--- src/rtl/router_pkg.sv ---
// Shared definitions for the NoC router input port:
// direction encoding, flit field positions and the input FSM states.
package router_pkg;

   localparam int NumDirs = 5;
   localparam int North   = 0;
   localparam int South   = 1;
   localparam int West    = 2;
   localparam int East    = 3;
   localparam int Local   = 4;

   localparam int FlitW   = 34;
   localparam int HeadBit = FlitW - 1;
   localparam int TailBit = FlitW - 2;
   localparam int DestX   = 0;
   localparam int DestY   = 3;
   localparam int CoordW  = 3;

   typedef logic [NumDirs-1:0] route_t;
   typedef logic [CoordW-1:0]  coord_t;

   typedef enum logic {
      IDLE   = 1'b0,
      ACTIVE = 1'b1
   } in_state_t;

   // Dimension-ordered route: resolve X first, then Y, else eject locally.
   function automatic route_t xy_route(
      input coord_t dx,
      input coord_t dy,
      input coord_t px,
      input coord_t py
   );
      route_t r;
      r = '0;
      if (dx > px)      r[East]  = 1'b1;
      else if (dx < px) r[West]  = 1'b1;
      else if (dy > py) r[South] = 1'b1;
      else if (dy < py) r[North] = 1'b1;
      else              r[Local] = 1'b1;
      return r;
   endfunction

endpackage

--- src/rtl/router_input_fifo.sv ---
// Synchronous flit buffer for one router input port.
// Pushes are refused when full, even if a pop happens in the same cycle.
module router_input_fifo #(
   parameter int Width = 34,
   parameter int Depth = 4
) (
   input  logic             clk,
   input  logic             rst,
   input  logic             push,
   input  logic             pop,
   input  logic [Width-1:0] wdata,
   output logic [Width-1:0] rdata,
   output logic             full,
   output logic             empty
);

   localparam int AW = $clog2(Depth);

   logic [AW-1:0]    wptr_q, wptr_d;
   logic [AW-1:0]    rptr_q, rptr_d;
   logic [AW:0]      count_q, count_d;
   logic [Width-1:0] mem_q [Depth];
   logic             do_push, do_pop;

   assign full    = (count_q == (AW+1)'(Depth));
   assign empty   = (count_q == '0);
   assign do_push = push & ~full;
   assign do_pop  = pop & ~empty;
   assign rdata   = mem_q[rptr_q];

   // Pointer and occupancy update; pointers wrap naturally (Depth is 2^n).
   always_comb begin
      wptr_d  = wptr_q;
      rptr_d  = rptr_q;
      count_d = count_q;
      if (do_push) wptr_d = wptr_q + 1'b1;
      if (do_pop)  rptr_d = rptr_q + 1'b1;
      unique case ({do_push, do_pop})
         2'b10:   count_d = count_q + 1'b1;
         2'b01:   count_d = count_q - 1'b1;
         default: count_d = count_q;
      endcase
   end

   // Control state, cleared asynchronously.
   always_ff @(posedge clk or posedge rst) begin
      if (rst) begin
         wptr_q  <= '0;
         rptr_q  <= '0;
         count_q <= '0;
      end else begin
         wptr_q  <= wptr_d;
         rptr_q  <= rptr_d;
         count_q <= count_d;
      end
   end

   // Storage array; contents are don't-care while empty.
   always_ff @(posedge clk) begin
      if (do_push) mem_q[wptr_q] <= wdata;
   end

endmodule

--- src/rtl/router_input_unit.sv ---
// NoC router input port: buffers flits, computes the XY route of the
// head flit and requests/forwards through the output arbiters.
module router_input_unit
   import router_pkg::*;
#(
   parameter int FlitWidth = FlitW,
   parameter int Depth     = 4
) (
   input  logic                 clk,
   input  logic                 rst,
   input  logic [2:0]           position_x,
   input  logic [2:0]           position_y,
   input  logic [FlitWidth-1:0] data_in,
   input  logic                 data_in_void,
   output logic                 stop_out,
   output logic [4:0]           request,
   input  logic [4:0]           grant,
   input  logic [4:0]           stop_in,
   output logic [FlitWidth-1:0] data_out,
   output logic                 data_out_valid,
   output logic                 forwarding_head,
   output logic                 forwarding_tail
);

   localparam int HeadIdx = FlitWidth - (FlitW - HeadBit);
   localparam int TailIdx = FlitWidth - (FlitW - TailBit);

   logic [FlitWidth-1:0] front;
   logic                 fifo_full, fifo_empty;
   logic                 push, pop, fire, discard;
   logic                 front_head, front_tail;
   route_t               route_comb, route_q, route_d, req;
   in_state_t            state_q, state_d;

   assign push = ~data_in_void;

   router_input_fifo #(
      .Width (FlitWidth),
      .Depth (Depth)
   ) u_fifo (
      .clk   (clk),
      .rst   (rst),
      .push  (push),
      .pop   (pop),
      .wdata (data_in),
      .rdata (front),
      .full  (fifo_full),
      .empty (fifo_empty)
   );

   assign front_head = front[HeadIdx];
   assign front_tail = front[TailIdx];
   assign route_comb = xy_route(front[DestX +: CoordW],
                                front[DestY +: CoordW],
                                position_x, position_y);

   // Request source: live route for a new head, latched route mid-packet.
   always_comb begin
      req     = '0;
      discard = 1'b0;
      unique case (state_q)
         IDLE: begin
            if (!fifo_empty) begin
               if (front_head) req = route_comb;
               else            discard = 1'b1;
            end
         end
         ACTIVE: begin
            if (!fifo_empty) req = route_q;
         end
         default: req = '0;
      endcase
   end

   assign fire            = |(req & grant & ~stop_in);
   assign pop             = fire | discard;
   assign request         = req;
   assign data_out_valid  = fire;
   assign forwarding_head = fire & front_head;
   assign forwarding_tail = fire & front_tail;
   assign data_out        = fifo_empty ? '0 : front;
   assign stop_out        = fifo_full;

   // Packet tracking: lock the route on a multi-flit head, free on tail.
   always_comb begin
      state_d = state_q;
      route_d = route_q;
      if (fire) begin
         if (state_q == IDLE && front_head && !front_tail) begin
            state_d = ACTIVE;
            route_d = route_comb;
         end else if (state_q == ACTIVE && front_tail) begin
            state_d = IDLE;
         end
      end
   end

   // Packet state register.
   always_ff @(posedge clk or posedge rst) begin
      if (rst) begin
         state_q <= IDLE;
         route_q <= '0;
      end else begin
         state_q <= state_d;
         route_q <= route_d;
      end
   end

   a_req_onehot: assert property (
      @(posedge clk) disable iff (rst) $onehot0(req));

   a_grant_onehot: assert property (
      @(posedge clk) disable iff (rst) $onehot0(grant & req));

   a_no_head_active: assert property (
      @(posedge clk) disable iff (rst)
      !(state_q == ACTIVE && !fifo_empty && front_head));

   a_drop: assert property (
      @(posedge clk) disable iff (rst) !(push && fifo_full))
      else $warning("router_input_unit: flit dropped, buffer full");

   a_orphan: assert property (
      @(posedge clk) disable iff (rst) !discard)
      else $warning("router_input_unit: orphan body flit discarded");

endmodule

--- config.mk ---
export PLATFORM = sky130hd
export DESIGN_NAME = router_input_unit
export DESIGN_NICKNAME = d
export VERILOG_FILES = /design/src/rtl/router_pkg.sv /design/src/rtl/router_input_fifo.sv /design/src/rtl/router_input_unit.sv
export SDC_FILE = /design/constraint.sdc
export NUM_CORES = 1
export LEC_CHECK = 0
export ABC_CLOCK_PERIOD_IN_PS = 3600
export CAP_MARGIN = 20
export CORE_MARGIN = 10
export CORE_UTILIZATION = 40
export CTS_CLUSTER_SIZE = 25
export DETAILED_ROUTE_END_ITERATION = 10
export GPL_TIMING_DRIVEN = 0
export HOLD_SLACK_MARGIN = 0.05
export PLACE_DENSITY_LB_ADDON = 0.12
export SLEW_MARGIN = 20
export SYNTH_ARGS = -nofsm -noshare
export SYNTH_HDL_FRONTEND = slang
export SYNTH_SLANG_ARGS = --single-unit
--- constraint.sdc ---
create_clock -name clk -period 3.6 [get_ports clk]
set_input_delay 0.36 -clock clk [delete_from_list [all_inputs] [get_ports clk]]
set_output_delay 0.36 -clock clk [all_outputs]
set_load 0.01 [all_outputs]
# Yosys cells after proc, flatten, opt, wreduce, memory -nomap -nowiden
# Memories as Yosys holds them, arrays and structs flattened.
# Index checks and enable logic that the tools add are counted.
[op_classes]
n_eq_ne = 3
order_cmp = 4
n_addsub = 4
n_reduce_logical = 10
bitwise_logic = 12
muxes = 24
[op_table]
columns = ["op", "n"]
rows = [
  ["34-bit two-way mux", 1],
  ["1-bit two-way mux", 16],
  ["5-bit two-way mux", 3],
  ["5-bit bitwise AND", 2],
  ["5-bit case mux with 2 select lines", 1],
  ["3-bit > comparator", 2],
  ["3-bit < comparator", 2],
  ["3-bit case mux with 2 select lines", 1],
  ["5-bit inverter", 1],
  ["5-bit OR reduction", 1],
  ["2-bit by 1-bit adder with 2-bit output (second input constant)", 2],
  ["1-bit bitwise AND", 4],
  ["1-bit inverter", 4],
  ["2-bit AND reduction", 2],
  ["2-bit nonzero test", 2],
  ["3-bit by 1-bit adder with 3-bit output (second input constant)", 1],
  ["3-bit == test (second input constant)", 1],
  ["1-bit logical AND", 3],
  ["3-bit logical NOT", 1],
  ["3-bit two-way mux", 1],
  ["3-bit by 1-bit subtractor with 3-bit output (second input constant)", 1],
  ["2-bit by 1-bit == test with 1-bit output (second input constant)", 1],
  ["2-bit == test (second input constant)", 1],
  ["2-bit two-way mux", 1],
  ["2 further kinds", 2],
]
[word_totals]
regBits = 13
elab_cells = 63
mem_count = 1
ram_bits = 136
output_inout_bits = 43
[memory_table]
columns = ["memory", "words", "width", "rd", "rd_clocked_by_memory_dff", "wr", "line", "source"]
rows = [
  ["u_fifo.mem_q", 4, 34, 1, 0, 1, "router_input_fifo.sv:22", "logic [Width-1:0] mem_q [Depth];"],
]

# Depth between registers and ports, before layout
# An unclocked memory read counts as a cell.
[logic_depth]
depth_word = 16
depth_mapped = 17
ltp_nobuf = 15

# By module
# Synthesis repeated with hierarchy kept, for this count alone.
[unflattened]
cells_unflattened = 331
area_unflattened_um2 = 6292.3
[modules_own_cells]
columns = ["mod", "cells_per_inst", "n_inst", "area_each_um2"]
rows = [
  ["router_input_fifo", 216, 1, 5388.9],
  ["router_input_unit", 115, 1, 903.4],
]

# Worst setup path before layout
# Ideal clock, no wire load.
[synth_timing]
path_kind = "register to register"
startpoint = "reg u_fifo.rptr_q[0]"
endpoint = "reg u_fifo.count_q[2]"
n_path_buf = 2
path_slack_ns = -0.041
t_arrival_ns = 3.516
setup_ns = 0.125
path_stages_with_launch = 18
path_cell_list = "dfrtp_1 > buf_6 > buf_2 > mux4_2 > inv_1 > ha_1 > and3_1 > mux2_2 > a41oi_2 > o21ai_2 > o31ai_1 > inv_1 > ha_1 > inv_1 > fa_1 > xor2_1 > nor2_1 > xor2_1"
[synth_via]
elab_chain_len = 16
elab_cells_between_ends = 31
classes_between = "order compare: 4; eq/ne: 2; mux: 18; bitwise: 4; reduce/logical: 2; memory: 1"
[synth_rtl]
columns = ["item", "line", "source"]
rows = [
  ["start, declared", "router_input_fifo.sv:20", "logic [AW-1:0] rptr_q, rptr_d;"],
  ["start signal, assigned", "router_input_fifo.sv:53", "rptr_q <= rptr_d;"],
  ["memory read 4 x 34 bit *", "-", ""],
  ["3-bit < comparator", "router_pkg.sv:39", "else if (dy < py) r[North] = 1'b1;"],
  ["1-bit two-way mux", "router_pkg.sv:39", ""],
  ["1-bit two-way mux", "router_pkg.sv:38", "else if (dy > py) r[South] = 1'b1;"],
  ["2-bit two-way mux or 1-bit two-way mux (tied branches)", "router_pkg.sv:37", "else if (dx < px) r[West] = 1'b1;"],
  ["3-bit two-way mux or 1-bit two-way mux (tied branches)", "router_pkg.sv:36", "if (dx > px) r[East] = 1'b1;"],
  ["5-bit two-way mux", "router_input_unit.sv:64", "if (front_head) req = route_comb;"],
  ["5-bit two-way mux", "router_input_unit.sv:63", "if (!fifo_empty) begin"],
  ["5-bit case mux with 2 select lines", "router_input_unit.sv:61", "unique case (state_q)"],
  ["5-bit bitwise AND (2 in a row)", "router_input_unit.sv:75", "assign fire = |(req & grant & ~stop_in);"],
  ["5-bit OR reduction", "router_input_unit.sv:75", ""],
  ["1-bit bitwise OR *", "router_input_unit.sv:76", "assign pop = fire | discard;"],
  ["1-bit bitwise AND *", "router_input_fifo.sv:28", "assign do_pop = pop & ~empty;"],
  ["via u_fifo.do_pop", "router_input_fifo.sv:23", "logic do_push, do_pop;"],
  ["2-bit by 1-bit == test with 1-bit output or 2-bit == test (tied branches)", "router_input_fifo.sv:38", "unique case ({do_push, do_pop})"],
  ["3-bit case mux with 2 select lines or 2-bit nonzero test (tied branches)", "-", ""],
  ["end signal, assigned", "router_input_fifo.sv:54", "count_q <= count_d;"],
  ["end, declared", "router_input_fifo.sv:21", "logic [AW:0] count_q, count_d;"],
]
# The timed path passes the listed nets; every way through them passes the cells marked *.
# A chain may end at the register's enable or synchronous reset.

# Worst setup path in the final report
# Same ends and word-level chain as after synthesis.

==> summary.txt <==
Outcome
  – Status: completed

Power
  – Flop pwr share: 0.316
  – Peak supply drop: ~0.00044 V
  – Pwr dens: around 900 nW/um^2
  – Net Switching: ~2.3 mW
  – Static Leak: approximately 3.1 nW
  – Clock network power share: 0.232
  – Switching share of power: 0.307
  – Total Power: 7.62 mW
  – Comb pwr share: 0.452
  – P_int: approximately 5.3 mW

Timing
  – Setup_tns: 0 ns
  – Slew headroom: 0.542
  – Clock skew: 0.0131 ns
  – RSZ-0062 raised after global routing: true
  – Fin. max-slew vios: 0
  – Worst slew pin tran: a little under 0.7 ns
  – Final Critical Period: about 3.6 ns
  – Achievable Freq: about 280 MHz
  – Period Utilization, post-route: 0.989
  – Final setup viols: 0
  – Hold Vio Cnt, Final: 0
  – Hold WS: 0.309 ns

Route
  – WL/cell: just under 20 um
  – Routed vias/inst: between 4 and 5
  – Total number of vias: 3438
  – First DRT Iteration DRCs: between 100 and 150
  – Routed WL: roughly 14000 um
  – # DRC: 0
  – DRT Pass-1 Iters: 4
  – Detail Route Antenna Nets: 0

Logic synthesis
  – Unique masters post-synth: 44
  – Mapped Cells: 340
  – Yosys reg bits: 149
  – Post-synth top cells: edfxtp_1 (136), and2_1 (36), mux4_2 (34)
  – Synth top area cells: edfxtp_1 (65%), mux4_2 (12%), dfrtp_1 (5.2%)
  – Register area share after synthesis: 0.705
  – Post-synth EDFFs: 136
  – Top cell type's share of synthesized area: 0.653
  – Syn_nets: slightly above 400
  – Synth async-reset ratio: 0.0872
  – Mapped cell area: 6250 um^2
  – Post-synth top flop: edfxtp_1
  – Most frequent cell after synthesis: edfxtp_1
  – Post-Syn Area per Cell: 18.4 um^2
  – Synth warn: 0
  – Post-synth top area cell: edfxtp_1

Setup path
  – Crit Path Class: reg -> reg
  – CP endpoint kind: flip-flop
  – CP Data Required Time: 3.94 ns
  – Max stage delay cell, worst path: mux4_2
  – CP cell instances: buf_6, buf_4, mux4_2, ha_4, a21oi_2, nand2_1, o31a_1, o32ai_4, buf_6, o31ai_4, inv_1, ha_2, inv_2, fa_2, xor2_1, nor2_1, xor2_1
  – Critical Path AT: roughly 3.9 ns
  – R2r setup slk: 0.04 ns
  – Largest fanout on the critical path: 6
  – CP startpoint kind: flip-flop
  – CP peak stage delay: about 0.55 ns

Layout
  – Area of the multi-input gates: between 1500 and 2000 um^2
  – Nets: roughly 550
  – Filler cell count: about 1.2k
  – Design area: between 8000 and 9000 um^2
  – Layout area overhead: 37.2%
  – Reg area: 4410 um^2
  – Fraction of layout instances using a drive strength above 1: 0.268
  – N_diodes: 0

GRT
  – Vias in the first global route: about 3.7k
  – GRT Resource Usage Total: 0.130
  – Number of antenna violations at the first check in global routing: 0
  – GRT Residual Overflow: 0
  – Largest net degree at the start of global routing: 19
  – First-pass GRT wire length: 21100 um

CTS
  – Clock-pin slew on the worst setup and hold paths: 0.06 ns
  – Clk root buf: clkbuf_16
  – Clock sinks: 149
  – Total CTS buffers: 17
  – H-tree levels: 4
  – Worst-Skew Late Latency: ~0.42 ns
  – Clock Tree Buf Depth: 2
  – CTS tree: yes

Floorplan
  – Die Span X: 145 um
  – Die Span Y: 145 um
  – I/O Pins: between 90 and 100
  – FP Rows: 45
  – Initial Util: 0.410
  – Die area: between 20000 and 25000 um^2
  – Core area: ~15000 um^2

Min path
  – Hold Path Class: in -> async

Placed design
  – Placer Congestion: 0.854
  – Post-DP Area: between 7000 and 8000 um^2
  – Port buffer count: 95
  – Hpwl dp: between 8000 and 9000 um

Run
  – Max cap viols: 0
[stage by stage]
| step | setup slack (ns) | std cells | util |
|---|---|---|---|
| 4_1_cts | -0.0756 | 694 | 0.551 |
| 6_report | 0.0384 | 704 | 0.562 |
| 3_5_place_dp | -0.798 | 650 | 0.497 |
| 2_1_floorplan | 0.0487 | 340 | - |
| 3_3_place_gp | -0.832 | 646 | 0.490 |
| 5_1_grt | -0.131 | 704 | 0.562 |
[worst max-delay path: cells and delay by family, from the launching register on]
kind	cells	cell delay, ns
simple gates	2	0.21
xor+xnor	2	0.28
mux	1	0.55
buf+inv	5	0.56
flops	1	0.34
compound gates	4	0.78
fa+ha+maj	3	0.78
[layer usage]
metal  up-vias  GRT usage  part of all wire  routed length, um
met5         -          0                 0                  0
met2        95      0.211              0.51               6910
li1       1607          -                 -                  -
met4         0     0.0526             0.015                206
met1      1722      0.158              0.43               5830
met3        14     0.0407             0.050                684
[power groups by stage]
stage	clock network (mW)	logic [mW]	registers, mW
after global placement	0	2.92	2.45
after CTS	1.80	3.31	2.41
after floorplan	0	1.73	2.41
after global routing	1.89	3.75	2.44
after detailed placement	0	3.02	2.44
final	1.77	3.44	2.41
[final cells by class]
cell class	count	area share
Multi-Input combinational cell	157	0.219
Sequential cell	149	0.514
Inverter	21	0.00948
Buffer	13	0.0121
Clock inverter	14	0.0194
Clock buffer	17	0.0496
Timing Repair Buffer	122	0.145
Tap cell	211	0.0308
[state kept, by name, indices dropped and copies added (netlist names)]
name / flops
u_fifo.mem_q: 136
route_q: 5
u_fifo.count_q: 3
u_fifo.rptr_q: 2
u_fifo.wptr_q: 2
state_q: 1
[worst paths after layout]
check                                          to  cells past startpoint              from
max in group asynchronous              route_q[0]                      2               rst
worst max-delay path            u_fifo.count_q[2]                     17  u_fifo.rptr_q[0]
min in group clk                       route_q[2]                      2        route_q[2]
worst max register to register  u_fifo.count_q[2]                     17  u_fifo.rptr_q[0]
worst min-delay path                      state_q                      2               rst
worst min register to register         route_q[2]                      2        route_q[2]
[cell usage in the layout (no fill, tap or decap), types with 3 or more instances in the layout]
| cell type | Yosys | final |
|---|---|---|
| mux4_2 | 34 | 34 |
| buf_16 | 0 | 4 |
| clkbuf_1 | 7 | 6 |
| inv_1 | 21 | 18 |
| and2_2 | 0 | 4 |
| nor2_1 | 12 | 11 |
| ha_4 | 0 | 4 |
| clkdlybuf4s50_1 | 0 | 90 |
| xnor2_1 | 4 | 4 |
| dlymetal6s2s_1 | 0 | 3 |
| nand3b_1 | 4 | 4 |
| buf_4 | 0 | 21 |
| clkbuf_16 | 0 | 17 |
| buf_6 | 1 | 3 |
| dfrtp_1 | 13 | 13 |
| clkinv_1 | 0 | 6 |
| bufinv_16 | 0 | 4 |
| clkbuf_2 | 0 | 3 |
| ha_1 | 11 | 6 |
| and2_1 | 36 | 32 |
| nand2_1 | 7 | 7 |
| mux2_4 | 4 | 5 |
| edfxtp_1 | 136 | 136 |
| clkinv_2 | 0 | 3 |
[repair_timing]
item,CTS,global route
buffers inserted,13,10
setup endpoints to repair,13,8
pin swaps,4,3
resized for setup,28,29
hold buffers,0,0
[cell families after synthesis]
family                     after synthesis  synth area share
DFF                                    149             0.705
and+or+nand+nor                         76            0.0709
muxes                                   41             0.137
buffers and inverters                   34            0.0222
AOI/OAI and AO/OA                       22            0.0308
adders and majority gates               12            0.0252
xor gates and xnor gates                 6           0.00841
No activity file was read; power rests on OpenSTA's default activity.
